[config.mk]
export PLATFORM = sky130hd
export DESIGN_NAME = regfile_mp
export DESIGN_NICKNAME = d
export VERILOG_FILES = /design/src/rtl/regfile_mp.sv
export SDC_FILE = /design/constraint.sdc
export NUM_CORES = 2
export LEC_CHECK = 0
export CAP_MARGIN = 20
export CORE_MARGIN = 2
export CORE_UTILIZATION = 25
export CTS_CLUSTER_DIAMETER = 120
export DETAILED_ROUTE_END_ITERATION = 7
export HOLD_SLACK_MARGIN = 0.15
export SYNTH_ARGS = -nofsm -noshare
export SYNTH_HDL_FRONTEND = slang
export SYNTH_SLANG_ARGS = --single-unit
[constraint.sdc]
create_clock -name i_clk -period 3.4 [get_ports i_clk]
set_input_delay 0.68 -clock i_clk [delete_from_list [all_inputs] [get_ports i_clk]]
set_output_delay 0.68 -clock i_clk [all_outputs]
set_load 0.02 [all_outputs]
[src/rtl/regfile_mp.sv]
// Multi-port register file with optional write-to-read bypass, per-register busy scoreboard,
// x0 write-error pulse, trigger load of a fixed register and a stored-value probe output.
module regfile_mp #(
  parameter int unsigned ADDR_WIDTH = 5,
  parameter int unsigned DATA_WIDTH = 32,
  parameter int unsigned NUM_READ   = 2,
  parameter int unsigned NUM_WRITE  = 1,
  parameter bit          BYPASS     = 1'b1,
  parameter int unsigned TRIG_REG   = 17,
  parameter int unsigned PROBE_REG  = 10
) (
  input  logic                             i_clk,
  input  logic                             i_rst_n,
  input  logic [NUM_READ*ADDR_WIDTH-1:0]   i_raddr,
  output logic [NUM_READ*DATA_WIDTH-1:0]   o_rdata,
  output logic [NUM_READ-1:0]              o_rbusy,
  input  logic [NUM_WRITE-1:0]             i_wen,
  input  logic [NUM_WRITE*ADDR_WIDTH-1:0]  i_waddr,
  input  logic [NUM_WRITE*DATA_WIDTH-1:0]  i_wdata,
  input  logic                             i_rsv_en,
  input  logic [ADDR_WIDTH-1:0]            i_rsv_addr,
  input  logic                             i_trigger,
  output logic [DATA_WIDTH-1:0]            o_a0,
  output logic [(2**ADDR_WIDTH)-1:0]       o_busy_vec,
  output logic                             o_x0_wr_err
);

  localparam int unsigned Depth = 2 ** ADDR_WIDTH;
  localparam logic [ADDR_WIDTH-1:0] TrigIdx  = ADDR_WIDTH'(TRIG_REG);
  localparam logic [ADDR_WIDTH-1:0] ProbeIdx = ADDR_WIDTH'(PROBE_REG);

  logic [DATA_WIDTH-1:0] r_regs [Depth];
  logic [Depth-1:0]      r_busy;
  logic                  r_x0_err;

  logic [ADDR_WIDTH-1:0] w_waddr [NUM_WRITE];
  logic [DATA_WIDTH-1:0] w_wdata [NUM_WRITE];
  logic [ADDR_WIDTH-1:0] w_raddr [NUM_READ];
  logic [Depth-1:0]      w_busy_d;
  logic                  w_x0_wr;

  always_comb begin
    for (int j = 0; j < NUM_WRITE; j++) begin
      w_waddr[j] = i_waddr[j*ADDR_WIDTH +: ADDR_WIDTH];
      w_wdata[j] = i_wdata[j*DATA_WIDTH +: DATA_WIDTH];
    end
    for (int i = 0; i < NUM_READ; i++) begin
      w_raddr[i] = i_raddr[i*ADDR_WIDTH +: ADDR_WIDTH];
    end
  end

  // Writeback clears first so a same-cycle reservation of the same register leaves it busy.
  always_comb begin
    w_busy_d = r_busy;
    w_x0_wr  = 1'b0;
    for (int j = 0; j < NUM_WRITE; j++) begin
      if (i_wen[j]) begin
        if (w_waddr[j] == '0) w_x0_wr = 1'b1;
        else                  w_busy_d[w_waddr[j]] = 1'b0;
      end
    end
    if (i_rsv_en && (i_rsv_addr != '0)) w_busy_d[i_rsv_addr] = 1'b1;
    w_busy_d[0] = 1'b0;
  end

  always_ff @(posedge i_clk or negedge i_rst_n) begin
    if (!i_rst_n) begin
      for (int n = 0; n < Depth; n++) r_regs[n] <= '0;
      r_busy   <= '0;
      r_x0_err <= 1'b0;
    end else begin
      if (i_trigger) r_regs[TrigIdx] <= DATA_WIDTH'(1);
      // Ascending port order: the highest enabled port to an address lands last and wins.
      for (int j = 0; j < NUM_WRITE; j++) begin
        if (i_wen[j] && (w_waddr[j] != '0)) r_regs[w_waddr[j]] <= w_wdata[j];
      end
      r_busy   <= w_busy_d;
      r_x0_err <= w_x0_wr;
    end
  end

  always_comb begin
    o_rdata = '0;
    o_rbusy = '0;
    for (int i = 0; i < NUM_READ; i++) begin
      o_rdata[i*DATA_WIDTH +: DATA_WIDTH] = r_regs[w_raddr[i]];
      o_rbusy[i] = r_busy[w_raddr[i]];
      if (BYPASS) begin
        for (int j = 0; j < NUM_WRITE; j++) begin
          if (i_wen[j] && (w_waddr[j] == w_raddr[i])) begin
            o_rdata[i*DATA_WIDTH +: DATA_WIDTH] = w_wdata[j];
            o_rbusy[i] = (i_rsv_en && (i_rsv_addr == w_raddr[i])) ? r_busy[w_raddr[i]] : 1'b0;
          end
        end
      end
      if (w_raddr[i] == '0) begin
        o_rdata[i*DATA_WIDTH +: DATA_WIDTH] = '0;
        o_rbusy[i] = 1'b0;
      end
    end
  end

  assign o_a0        = r_regs[ProbeIdx];
  assign o_busy_vec  = r_busy;
  assign o_x0_wr_err = r_x0_err;

endmodule

==> results.md <==
- Dpl hpwl: 152 mm
- Initial antenna violation count: 9
- Nature of the critical path endpoint: primary output
- Max rail drop VDD: 492 µV
- Synth top area cells: dfrtp_1, mux2_2, mux4_2
- Io pins: 188
- DRT iter0 DRCs: 4362
- # setup viols final: 7
- Post-synthesis async set-or-reset flop share: 100%
- Yosys warns: 0
- Die H: 484 µm
- Share of cells above drive strength 1: 51.7%
- Initial Util: 25.1%
- Hold WS: 0.382 ns
- CP arrival: 2.79 ns
- Leak Pwr: 0.0314 µW
- Synthesized flop and latch total: 1056
- Clock transition at the registers of the reported paths: 0.07 ns
- Routed WL: 229 mm
- Sink Count: 1056
- Combinational Power Share: 25.0%
- Reg2reg setup slack: 2.46 ns
- H-tree Lvls: 3
- Crit-path max FO: 8
- DR vias/cell: 5.43
- Synthesized area: 57500 µm²
- Violated checks: setup timing
- Slew Limit Fails: 0
- DRC errors left: 0
- Switching share of total power: 29.6%
- Status: finished, violations left
- Core box area: 229000 µm²
- Clk root buf: clkbuf_16
- Worst setup SP type: input pin
- Max Buffers Root-to-Sink: 3
- Final Non-Filler Cells: 7699
- Placed insts: 7387
- Fin crit share: 102%
- Register area share after synthesis: 46.0%
- WS Path Type: in2out
- Post-synthesis cell type count: 59
- Global route overflow: 0
- Power share of the clock group: 32.6%
- Vias: 41800
- Slew headroom: 28.8%
- Gate Count Post-Synth: 4112
- Pwr per Cell Area: 539 nW/µm²
- Avg Inst Size Synth: 14.0 µm²
- Final nets: 4637
- Vias in the first global route: 42800
- Hold/Removal Path Class: in2async
- Die Wd: 484 µm
- Syn nets: 4169
- Slew @ Worst Pin: 1.07 ns
- Top cell type by total area after synthesis: dfrtp_1
- Top cell type's share of synthesized area: 46.0%
- # rows: 176
- Placed Area: 67200 µm²
- Sw Pwr: 11700 µW
- Int Power: 27900 µW
- Setup TNS after final layout: -0.196 ns
- Post-synth EDFFs: 0
- First-pass GRT wire length: 324 mm
- Gpl congestion: 0.871
- Reg power frac: 42.4%
- Number of fill cells: 22300
- Hold Fails Final Rpt: 0
- WP data required: 2.72 ns
- Finished Cell Area: 73300 µm²
- Reg2reg end: o_a0[7]
- Routed WL per cell: 29.7 µm
- Primary FF master, synth: dfrtp_1
- Pin count of the biggest net entering global routing: 158
- Port Buf Inserts: 186
- CTS Buf Count: 110
- Drt pass-1 iters: 6
- Peak Freq: 288 MHz
- Antenna Violating Nets Remaining: 0
- Full die area: 234000 µm²
- CTS tree: done
- FF-to-FF Start: o_a0[7]
- Worst-Skew Late Latency: 0.77 ns
- MaxCap Viol Count: 0
- FF-to-FF path depth: 2
- Total GRT Usage: 19.0%
- Final worst slack: -0.0747 ns
- Unrepaired setup endpoints after global routing: true
- Minimum clock period: 3.47 ns
- Area Growth Syn to Fin: 27.6%
- Worst Skew: 0 ns
[worst max-delay path by stage]
stage	startpoint	endpoint	slack, ns	depth (start not counted)
global route	i_raddr[5]	o_rdata[45]	-0.05	10
global placement	i_waddr[3]	o_rdata[11]	-0.91	12
detailed placement	i_waddr[3]	o_rdata[11]	-0.80	12
finish	i_raddr[8]	o_rdata[37]	-0.07	9
CTS	r_regs[769]	o_rdata[33]	-0.09	6
floorplan	i_raddr[0]	o_rdata[1]	0.38	9
[sequential cells by signal (all words and copies together), names as in the netlist]
signal and flops:
o_a0 32, o_busy_vec 31, r_regs 992, o_x0_wr_err 1
[what timing repair did]
item | 4_1_cts | 5_1_grt
endpoints found under the hold margin | 38 | 0
resized for setup | 186 | 114
hold buffers | 1 | 0
endpoints found under the setup margin | 66 | 51
gates cloned | 8 | 8
pin swaps | 45 | 70
setup buffers | 62 | 40
[cells by family (layout without fill, tap and decap cells)]
group	after synthesis	in the layout	share of synthesized area [%]
buffers and inverters	500	1057	4.54
AO/OA/AOI/OAI	535	535	6.53
AND/OR/NAND/NOR	333	333	2.90
multiplexers	1667	1667	39.8
flip-flops	1056	1056	46.0
other	1	5	0.00652
XOR/XNOR	20	20	0.305
[routing by layer]
layer	up-vias	GRT usage (%)	part of all wire (%)
met5	-	0	0.0087
met4	2	8.67	5.4
met3	514	3.80	8.2
met2	2089	29.9	46
met1	22500	25.0	41
li1	16700	-	-
[cell usage after synthesis, types with 5 or more instances]
master	n
o22ai_1	21
mux2_2	910
nor2b_1	13
buf_1	38
nand3b_1	39
mux2i_1	303
and2_1	7
o221ai_1	6
nand3_1	25
buf_2	96
nor2_1	38
a31oi_1	38
o2bb2ai_1	12
a221o_1	8
a221oi_1	12
nor2_2	5
xor2_1	12
o221a_1	6
nand4_1	17
o21ai_0	72
a211o_1	12
nand2b_1	5
buf_4	89
a22o_1	16
o22a_1	8
a211oi_1	16
dfrtp_1	1056
nand2_1	149
a21oi_1	68
mux2_1	57
mux4_2	397
xnor2_1	8
nor3b_1	9
a22oi_1	205
o211ai_1	18
buf_6	29
clkbuf_1	242
[worst max-delay path, cell delays in order]
cell and delay [ns]:
buf_4 0.14, buf_6 0.12, inv_1 0.30, buf_4 0.39, nand3_1 0.17, a21oi_1 0.40
o221a_1 0.28, buf_4 0.15, buf_4 0.14
[final cells by class]
class,count,area (µm²),share of cell area [%]
multi-input cells,2556,29400,40.1
flip-flops and latches,1056,26400,36.0
repair buffers,855,9900,13.5
well taps,3026,3790,5.16
clock buffers,161,3250,4.43
clock inverters,40,559,0.762
diodes,4,10.0,0.0136
inverters,1,3.75,0.00512
[through the flow]
step | util [%] | power, µW | worst slack [ns]
2_1_floorplan | - | 22300 | 0.379
3_3_place_gp | 29.3 | 26000 | -0.914
3_5_place_dp | 29.3 | 26300 | -0.805
4_1_cts | 31.6 | 39500 | -0.0855
5_1_grt | 32.0 | 41000 | -0.0517
6_report | 32.0 | 39600 | -0.0747
[placed cells by master, fill, tap and decap left out, types with 57 or more instances in the layout]
cell type           n
dfrtp_1          1055
mux2_2            909
buf_4             469
mux4_2            397
mux2i_1           292
buf_12            192
a22oi_1           161
nand2_1           133
clkbuf_16         121
clkdlybuf4s50_1   102
o21ai_0            66
mux2_1             57
[power groups by stage]
stage	Combinational, µW	Clock, µW	Sequential (µW)
after global routing	10500	13600	17000
after CTS	9750	13100	16700
after floorplan	5930	0	16300
after detailed placement	9430	0	16900
final	9890	12900	16800
after global placement	9280	0	16700
No activity file was read; power rests on OpenSTA's default activity.
